===== config.mk =====
export PLATFORM = sky130hd
export DESIGN_NAME = if_fetch
export DESIGN_NICKNAME = d
export VERILOG_FILES = /design/src/rtl/if_pkg.sv /design/src/rtl/if_byte_asm.sv /design/src/rtl/if_fetch.sv
export SDC_FILE = /design/constraint.sdc
export NUM_CORES = 1
export LEC_CHECK = 0
export CAP_MARGIN = 20
export CELL_PAD_IN_SITES_DETAIL_PLACEMENT = 1
export CELL_PAD_IN_SITES_GLOBAL_PLACEMENT = 2
export CORE_ASPECT_RATIO = 1.1
export CORE_MARGIN = 5
export CORE_UTILIZATION = 29
export CTS_CLUSTER_DIAMETER = 40
export DETAILED_ROUTE_END_ITERATION = 10
export GPL_ROUTABILITY_DRIVEN = 0
export PLACE_DENSITY = 0.87
export SKIP_CTS_REPAIR_TIMING = 1
export SLEW_MARGIN = 25
export SYNTH_ARGS = -nofsm -noshare
export SYNTH_HDL_FRONTEND = slang
export SYNTH_SLANG_ARGS = --single-unit

===== constraint.sdc =====
create_clock -name clk -period 3.2 [get_ports clk]
set_clock_uncertainty 0.2 [all_clocks]
set_input_delay 0.64 -clock clk [delete_from_list [all_inputs] [get_ports clk]]
set_output_delay 0.64 -clock clk [all_outputs]
set_load 0.02 [all_outputs]

===== src/rtl/if_pkg.sv =====
// Shared types and constants for the instruction fetch stage.
// FSM states, bubble encoding and instruction size.
package if_pkg;

  typedef enum logic [1:0] {
    S_REQ,
    S_LAST,
    S_HOLD
  } state_t;

  localparam logic [31:0] NOP_BUBBLE = 32'h0;
  localparam int unsigned INSN_BYTES = 4;
  localparam logic [1:0]  K_LAST     = 2'(INSN_BYTES - 1);

endpackage


===== src/rtl/if_byte_asm.sv =====
// Byte assembler: counts granted bytes and shifts the returning
// byte stream into a little-endian 32-bit instruction word.
module if_byte_asm
  import if_pkg::*;
(
  input  logic        clk,
  input  logic        rst_n,
  input  logic        clr,
  input  logic        take,
  input  logic [7:0]  din,
  output logic [1:0]  k,
  output logic [31:0] word
);

  logic        pend;
  logic [31:0] sbuf;

  // Byte k lands in the top lane and drifts down as later bytes arrive,
  // so after four captures byte 0 sits in [7:0].
  always_ff @(posedge clk) begin
    if (!rst_n || clr) begin
      k    <= '0;
      pend <= 1'b0;
      sbuf <= NOP_BUBBLE;
    end else begin
      pend <= take;
      if (take) k <= k + 2'd1;
      if (pend) sbuf <= {din, sbuf[31:8]};
    end
  end

  assign word = pend ? {din, sbuf[31:8]} : sbuf;

endmodule


===== src/rtl/if_fetch.sv =====
// IF stage: byte-serial instruction fetch feeding decode.
// Define IF_PREFETCH_EN for a one-entry prefetch buffer.
module if_fetch
  import if_pkg::*;
#(
  parameter logic [31:0] RESET_PC = 32'h0000_0000,
  parameter int          XLEN     = 32
) (
  input  logic            clk,
  input  logic            rst_n,
  input  logic            stall,
  input  logic            redir,
  input  logic [XLEN-1:0] redir_pc,
  output logic            mem_req,
  output logic [XLEN-1:0] mem_a,
  input  logic            mem_gnt,
  input  logic [7:0]      mem_din,
  output logic [XLEN-1:0] pc,
  output logic [XLEN-1:0] is
);

  state_t          state, state_nx;
  logic [XLEN-1:0] fa, fa_nx, fa_inc;
  logic [XLEN-1:0] pc_nx, is_nx;
  logic [1:0]      k;
  logic [31:0]     word;
  logic            take, done;

`ifdef IF_PREFETCH_EN
  logic            pb_valid, pb_valid_nx;
  logic [XLEN-1:0] pb_pc, pb_pc_nx;
  logic [XLEN-1:0] pb_is, pb_is_nx;
`endif

  assign mem_req = rst_n & (state == S_REQ);
  assign mem_a   = fa + XLEN'(k);
  assign fa_inc  = fa + XLEN'(INSN_BYTES);
  assign take    = mem_req & mem_gnt & ~redir;
  assign done    = (state == S_LAST) || (state == S_HOLD);

  if_byte_asm u_asm (
    .clk   (clk),
    .rst_n (rst_n),
    .clr   (redir),
    .take  (take),
    .din   (mem_din),
    .k     (k),
    .word  (word)
  );

  always_comb begin
    state_nx = state;
    fa_nx    = fa;
    pc_nx    = pc;
    is_nx    = is;
`ifdef IF_PREFETCH_EN
    pb_valid_nx = pb_valid;
    pb_pc_nx    = pb_pc;
    pb_is_nx    = pb_is;
`endif

    unique case (state)
      S_REQ:  if (take && k == K_LAST) state_nx = S_LAST;
      S_LAST: state_nx = S_LAST;
      S_HOLD: state_nx = S_HOLD;
      default: state_nx = S_REQ;
    endcase

`ifdef IF_PREFETCH_EN
    if (!stall) begin
      is_nx = NOP_BUBBLE;
      if (pb_valid) begin
        pc_nx       = pb_pc;
        is_nx       = pb_is;
        pb_valid_nx = 1'b0;
      end
      if (done) begin
        // Buffered word goes out first; the fresh one takes its slot.
        if (pb_valid) begin
          pb_valid_nx = 1'b1;
          pb_pc_nx    = fa_inc;
          pb_is_nx    = XLEN'(word);
        end else begin
          pc_nx = fa_inc;
          is_nx = XLEN'(word);
        end
        fa_nx    = fa_inc;
        state_nx = S_REQ;
      end
    end else if (done) begin
      if (!pb_valid) begin
        pb_valid_nx = 1'b1;
        pb_pc_nx    = fa_inc;
        pb_is_nx    = XLEN'(word);
        fa_nx       = fa_inc;
        state_nx    = S_REQ;
      end else begin
        state_nx = S_HOLD;
      end
    end
`else
    if (!stall) begin
      is_nx = NOP_BUBBLE;
      if (done) begin
        pc_nx    = fa_inc;
        is_nx    = XLEN'(word);
        fa_nx    = fa_inc;
        state_nx = S_REQ;
      end
    end else if (done) begin
      state_nx = S_HOLD;
    end
`endif

    // Wrong-path work never survives a redirect, even under stall.
    if (redir) begin
      fa_nx    = {redir_pc[XLEN-1:2], 2'b00};
      state_nx = S_REQ;
      is_nx    = NOP_BUBBLE;
`ifdef IF_PREFETCH_EN
      pb_valid_nx = 1'b0;
`endif
    end
  end

  always_ff @(posedge clk) begin
    if (!rst_n) begin
      state <= S_REQ;
      fa    <= RESET_PC;
      pc    <= '0;
      is    <= NOP_BUBBLE;
    end else begin
      state <= state_nx;
      fa    <= fa_nx;
      pc    <= pc_nx;
      is    <= is_nx;
    end
  end

`ifdef IF_PREFETCH_EN
  always_ff @(posedge clk) begin
    if (!rst_n) begin
      pb_valid <= 1'b0;
      pb_pc    <= '0;
      pb_is    <= NOP_BUBBLE;
    end else begin
      pb_valid <= pb_valid_nx;
      pb_pc    <= pb_pc_nx;
      pb_is    <= pb_is_nx;
    end
  end
`endif

endmodule


# [Yosys cells after proc, flatten, opt, wreduce, memory -nomap -nowiden]
# Cells that the tools add are included.
[totals] ff_bits=133 latch_bits=0 ramBits=0 romBits=0 input_bits=45 output_inout_bits=97 wordCells=40 n_memories=0
[classes] n_addsub=3 n_mul=0 div=0 order_cmp=0 eq_ne=4 shift=0 n_mux=10 bitwise=6 n_reduce_logical=9
[ops] op="$mux 32" count=5
[ops] op="$add 32x2->32" count=1
[ops] op="$add 32x3->32 const B" count=1
[ops] op="$mux 2" count=4
[ops] op="$pmux 2 s3" count=1
[ops] op="$eq 2x2->1 const B" count=2
[ops] op="$reduce_and 2->1" count=2
[ops] op="$and 1x1->1" count=3
[ops] op="$not 1->1" count=3
[ops] op="$add 2x1->2 const B" count=1
[ops] op="$eq 2x1->1 const B" count=1
[ops] op="$logic_not 2->1" count=1
[ops] op="$logic_or 1x1->1" count=2
[ops] op="$ne 2x1->1 const B" count=1
[ops] op="$reduce_bool 2->1" count=1
[ops] op="$reduce_or 2->1" count=1
[ops] op="$logic_and 1x1->1" count=1
[ops] op="$logic_not 1->1" count=1

# [Longest topological paths before layout]
# Gate-level depths: netlist (run 1).
[depth] ltp_word=9 ltp_mapped=8

# [Modules after synthesis]
# Synthesis (run 1) repeated with hierarchy kept, for this count alone.
[hier_totals] cells_unflattened=639 area_unflattened_um2=5949.5
[modules_own_cells] module="if_fetch" instances=1 cells_each=525 area_per_inst_um2=4470.5 seq_area_each_um2=1881.8
[modules_own_cells] module="if_byte_asm" instances=1 cells_each=114 area_per_inst_um2=1478.9 seq_area_each_um2=700.7

# [Worst setup path after synthesis (run 1)]
# No wires, ideal clock.
[synth_timing] kind="register to register" startpoint="register fa[2]" endpoint="register pc[26]" t_arrival_ns=2.136 slack_ns=0.790 path_stages_with_launch=7 cell_sequence="dfxtp_1 -> ha_1 -> nand4_2 -> or2_2 -> clkbuf_1 -> or4_1 -> a31oi_1"
[synth_between] elab_chain_cells=1
[synth_lines] item="start, declared" line="if_fetch.sv:23" text="logic [XLEN-1:0] fa, fa_nx, fa_inc;"
[synth_lines] item="start signal, assigned" line="if_fetch.sv:134" text="fa <= fa_nx;"
[synth_lines] item="$add 32x3->32" line="if_fetch.sv:37" text="assign fa_inc = fa + XLEN'(INSN_BYTES);"
[synth_lines] item="end signal, assigned" line="if_fetch.sv:135" text="pc <= pc_nx;"
[synth_lines] item="end, declared" line="if_fetch.sv:18" text="output logic [XLEN-1:0] pc,"
# Every way passes these cells.
# A chain may end at the register's enable or synchronous reset.

# [Worst setup path in the final report (run 1)]
[layout_timing] startpoint="input port rst_n" endpoint="output port mem_req"
[layout_between] elab_chain_cells=1
[layout_lines] item="start, declared" line="if_fetch.sv:10" text="input logic rst_n,"
[layout_lines] item="$and 1x1->1" line="if_fetch.sv:35" text="assign mem_req = rst_n & (state == S_REQ);"
[layout_lines] item="end, declared" line="if_fetch.sv:14" text="output logic mem_req,"
# Every way passes these cells.

==> impl_metrics.ini, run 1 <==
[outcome]
status = completed

[route]
drcViolationCount = 0
vias_per_cell = 5.175
drt-pass1-iter-count = 4
drt_iter0_drc = 180
routed_wl_mm = 18.49
num_vias = 5247
ant_nets = 0
wire_per_inst_um = 18.24

[power_and_ir_drop]
clkPwrFrac = 0.490
switching_share = 0.2496
p_leak_nw = 2.611
pwr_density_cell_nw_per_um2 = 498.0
irDropWorstVdd_mv = 0.3593
p_int_mw = 2.944
pwr-share-comb = 0.077
total_power_mw = 3.923
seqPwrFrac = 0.433
switching_power_mw = 0.9789

[timing]
fin_tns_setup_ns = 0
setup_viol_count_final = 0
final.period_utilization = 0.8767
rsz0062_at_grt = no
whs_ns = 0.2707
timing.fmax_ghz = 0.3564
setup_slack_ns = 0.3945
tightestPinTransition_ns = 0.9862
slew_violations = 0
fin_crit_ns = 2.805
hold_viol_final = 0
relSlewSlack = 0.3425

[yosys]
synth_flop_cell = dfxtp_1
ys_seq_elements = 129
async_flop_share = 0
ys_seq_area_frac = 0.4506
syn_inst = 634
synth_edf_count = 0
syn_avg_cell_area_um2 = 9.041
syn_area_um2 = 5732
ys_warn_count = 0
yosysUniqueCellTypes = 54

[critical_path]
worst_path_max_delay_cell = clkdlybuf4s50_1
path_cells = clkdlybuf4s50_1 -> and2_1 -> clkdlybuf4s50_1
crit_path_max_incr_delay_ns = 0.60
crit_type = in -> out
crit_top_cell = clkdlybuf4s50_1
start_kind = input pin
critPathBufInv = 2
worstSetupEndpointType = primary output
path_delay_family = buffers and inverters
worstPathMaxFanout = 2
critPathRequiredTime_ns = 2.36
cp.arrival_ns = 1.97

[finish]
syn_to_final_growth_pct = 37.44
nets = 799
layout_common_cells = 137 x clkdlybuf4s50_1, 128 x dfxtp_1, 63 x nor2_1
antenna-diode-count = 0
layout-drive-gt1-share = 0.08399
stdcell_count = 1014
final_common_cell = clkdlybuf4s50_1

[placement]
post-dp-hpwl_mm = 13.00
place_inst = 983
post-place-ws_ns = 0.3808
port_buffers = 137

[die]
design.die.area_um2 = 22680
core-area_um2 = 19660
io_pins = 142
die_w_um = 144.0
row_count = 54
start_util = 0.2915
die_h_um = 157.5

[cts]
clock_sinks = 129
cts_tree = built
clk_latency_ns = 0.42
cts_buffer_depth = 2
cts_buffers = 17
root_buffer = clkbuf_16
h-tree-depth = 4
clk_pin_slew_ns = 0.05

[flow_run]
drv_cap = 0

[global_routing]
grt-ovfl-total = 0
grt_pass1_wl_mm = 29.53
grt.total_usage = 0.1650
antenna_found_initial = 1
grt_max_degree = 51
first_global_vias = 5342

[min_path]
min_path_type = reg -> reg
## worst register-to-register path, cell delays in order (launching register included)
cell	delay, ns
dfxtp_1	0.50
nand3_1	0.38
or4_1	0.72
or4_1	0.54
o311a_1	0.13
## path summary, 6_finish.rpt
path	startpoint	endpoint	slack (ns)	cells after the start
worst max register to register	fa[6]	fa[29]	0.62	4
worst max-delay path	rst_n	mem_req	0.39	3
worst min-delay path	pc[3]	pc[3]	0.27	2
worst min register to register	pc[3]	pc[3]	0.27	2
## synth_stat cells, types with 3 or more instances
cell type	instances	area share
dfxtp_1	129	0.45
nor2_1	63	0.041
o21ai_0	51	0.045
clkbuf_1	39	0.026
mux2i_1	34	0.059
a22o_1	32	0.049
nand2_1	26	0.017
a21oi_1	23	0.020
nand3_1	20	0.017
a31oi_1	17	0.019
nor3_1	17	0.015
or4_1	15	0.020
xnor2_1	15	0.023
nor4_1	14	0.015
o31ai_1	13	0.017
nand4_1	12	0.013
or3_1	10	0.011
a211oi_1	8	0.010
a311oi_1	8	0.012
buf_2	7	0.0061
inv_1	7	0.0046
xor2_1	7	0.011
and3_1	6	0.0065
and4_1	6	0.0092
buf_6	5	0.0098
buf_1	4	0.0026
buf_4	4	0.0052
ha_1	4	0.0087
nand2b_1	3	0.0033
## logic make-up (layout without fill, tap and decap cells)
group	after synthesis	count (layout)	synth area share
AO/OA/AOI/OAI	166	166	0.1943
XOR/XNOR	22	22	0.03362
adder cells (fa/ha/maj)	4	4	0.008732
buffers and inverters	70	197	0.06025
flip-flops	129	129	0.4506
multiplexers	34	34	0.05938
other	1	2	0.0006543
AND/OR/NAND/NOR	208	208	0.1925
## final cells by class
| type | instances | area, um^2 |
|---|---|---|
| clock buffers | 17 | 425.4 |
| clock inverters | 14 | 153.9 |
| fillers | 2262 | 11780 |
| inverters | 8 | 30.03 |
| multi-input cells | 436 | 2815 |
| flip-flops and latches | 129 | 2584 |
| well taps | 252 | 315.3 |
| repair buffers | 158 | 1554 |
## power by group through the flow
stage	registers, mW	logic [mW]	clock network [mW]
after floorplan	1.73	0.153	0
after global routing	1.71	0.329	2.05
final	1.70	0.303	1.92
after global placement	1.73	0.304	0
after detailed placement	1.73	0.306	0
after CTS	1.70	0.308	1.97
## layer usage
metal  vias up  share of wire  GRT usage
li1       2577              -          -
met1      2519           0.44     0.2078
met2       135           0.49     0.2783
met3        14          0.059    0.04558
met4         2          0.012    0.04260
met5         -        0.00038          0
## per-stage QoR
step	instance area, um^2	util
6_report	7878	0.4007
5_1_grt	7878	0.4007
4_1_cts	7878	0.4007
3_5_place_dp	7298	0.3712
3_3_place_gp	7298	0.3712
2_1_floorplan	5736	-
## registers in the layout, indices dropped and copies added (netlist names)
name,flops
state,2
u_asm.k,2
is,32
u_asm.pend,1
pc,30
u_asm.sbuf,32
fa,30
No activity file was read; power rests on OpenSTA's default activity.
==> inputs of run 2 (changes only) <==
Settings changed: SLEW_MARGIN 25 to 10.
==> results of run 2 <==
The final DEF is identical to that of run 1; final timing and power are the same.
==> inputs of run 3 (changes only) <==
Settings changed: CORE_UTILIZATION 29 to 37, DONT_BUFFER_PORTS set to 1, PLACE_DENSITY 0.87 to 0.86.
==> impl_metrics.ini, run 3 (synthesized netlist as in run 1, its figures left out) <==
[outcome]
status = completed

[route]
num_vias = 5015
wire_per_inst_um = 22.42
drt_iter0_drc = 291
routed_wl_mm = 18.70
drt-pass1-iter-count = 4
ant_nets = 0
vias_per_cell = 6.013
drcViolationCount = 0

[die]
start_util = 0.3793
design.die.area_um2 = 18080
core-area_um2 = 15110
die_w_um = 128.7
die_h_um = 140.5
io_pins = 142
row_count = 47

[finish]
layout-drive-gt1-share = 0.1179
layout_common_cells = 128 x dfxtp_1, 63 x nor2_1, 51 x o21ai_0
seqCellArea_um2 = 2584
fill_cells = 1742
nets = 672
reg_top3 = is (32), u_asm.sbuf (32)
syn_to_final_growth_pct = 13.23
final_common_cell = dfxtp_1
final_cell_area_um2 = 6490
multiInputGateArea_um2 = 2815

[cts]
clock_sinks = 129
cts_buffers = 17
clk_latency_ns = 0.43
clk_pin_slew_ns = 0.07
h-tree-depth = 4
cts_tree = built
cts_buffer_depth = 2
root_buffer = clkbuf_16

[critical_path]
critPathRequiredTime_ns = 3.32
critPathLaunch = fa[5]
worstPathMaxFanout = 10
reg2reg_slack_ns = 0.52
cp.arrival_ns = 2.80
r2r_end = fa[29]
worstSetupEndpointType = flop
crit_type = reg -> reg
r2r_cells = 4
start_kind = flop
endpoint = fa[29]
reg2reg_from = fa[5]

[timing]
fin_tns_setup_ns = 0
final.period_utilization = 0.8361
relSlewSlack = 0.3370
slew_violations = 0
timing.fmax_ghz = 0.3738
rsz0062_at_grt = no
tightestPinTransition_ns = 0.9945
hold_viol_final = 0
setup_viol_count_final = 0
fin_crit_ns = 2.676

[global_routing]
grt.total_usage = 0.2043
grt-ovfl-total = 0
grt_max_degree = 74
antenna_found_initial = 2
grt_pass1_wl_mm = 29.08
first_global_vias = 5154

[placement]
post-dp-hpwl_mm = 12.92
dpl_cell_area_um2 = 5919
port_buffers = 0

[flow_run]
drv_cap = 0

[min_path]
min_path_type = in -> reg

[power_and_ir_drop]
irDropWorstVdd_mv = 0.4227
p_leak_nw = 2.156
pwr_density_cell_nw_per_um2 = 581.4
## run 3: cell count changes in the layout (fill, tap and decap cells not counted), sizes merged
cell	before	now
diode	0	2
buf	21	31
clkinv	6	3
clkdlybuf4s50	137	0
bufinv	2	0
inv	12	18
## run 3: area by class of cell
| cell class | count | area share |
|---|---|---|
| repair buffers | 31 | 0.03779 |
| multi-input cells | 436 | 0.4338 |
| clock inverters | 15 | 0.02159 |
| inverters | 8 | 0.004627 |
| diodes | 2 | 0.0007712 |
| well taps | 196 | 0.03779 |
| clock buffers | 17 | 0.06555 |
| flip-flops and latches | 129 | 0.3981 |
## run 3: per-layer routing
layer  global-route usage  share of wire
met3              0.09025          0.091
met1               0.2482           0.42
met4              0.06523          0.014
met2               0.3237           0.47
met5                    0        0.00059
## run 3: power breakdown
part | switching, mW | internal [mW] | leakage, nW
Combinational | 0.125 | 0.0756 | 0.832
Clock | 0.843 | 1.03 | 0.277
Sequential | 0.0642 | 1.63 | 1.05
Total | 1.03 | 2.74 | 2.16
## run 3: worst min path at each step
stage,cells after the start,end,from,slack [ns]
floorplan,2,u_asm.sbuf[0],u_asm.sbuf[0],0.28
global placement,2,u_asm.sbuf[4],u_asm.sbuf[4],0.31
detailed placement,2,u_asm.sbuf[2],u_asm.sbuf[2],0.32
CTS,1,fa[24],rst_n,0.13
global route,1,fa[16],rst_n,0.13
finish,2,pc[30],rst_n,0.15
## run 3: stage by stage
stage	utilization	power [mW]	worst slack (ns)	hold slack (ns)	std cells
detailed placement	0.3917	1.933	0.5345	0.3198	800
CTS	0.4291	3.814	0.5202	0.1347	832
finish	0.4294	3.773	0.5245	0.1529	834
floorplan	-	1.882	0.7898	0.2768	635
global route	0.4293	3.922	0.4146	0.1286	833
global placement	0.3917	1.923	0.5949	0.3102	800
## run 3: worst max-delay path: stages (launching register included)
cell and delay [ns]:
dfxtp_1 0.64, nand2_1 0.31, or4_1 0.74, or4_1 0.54
o311a_1 0.13
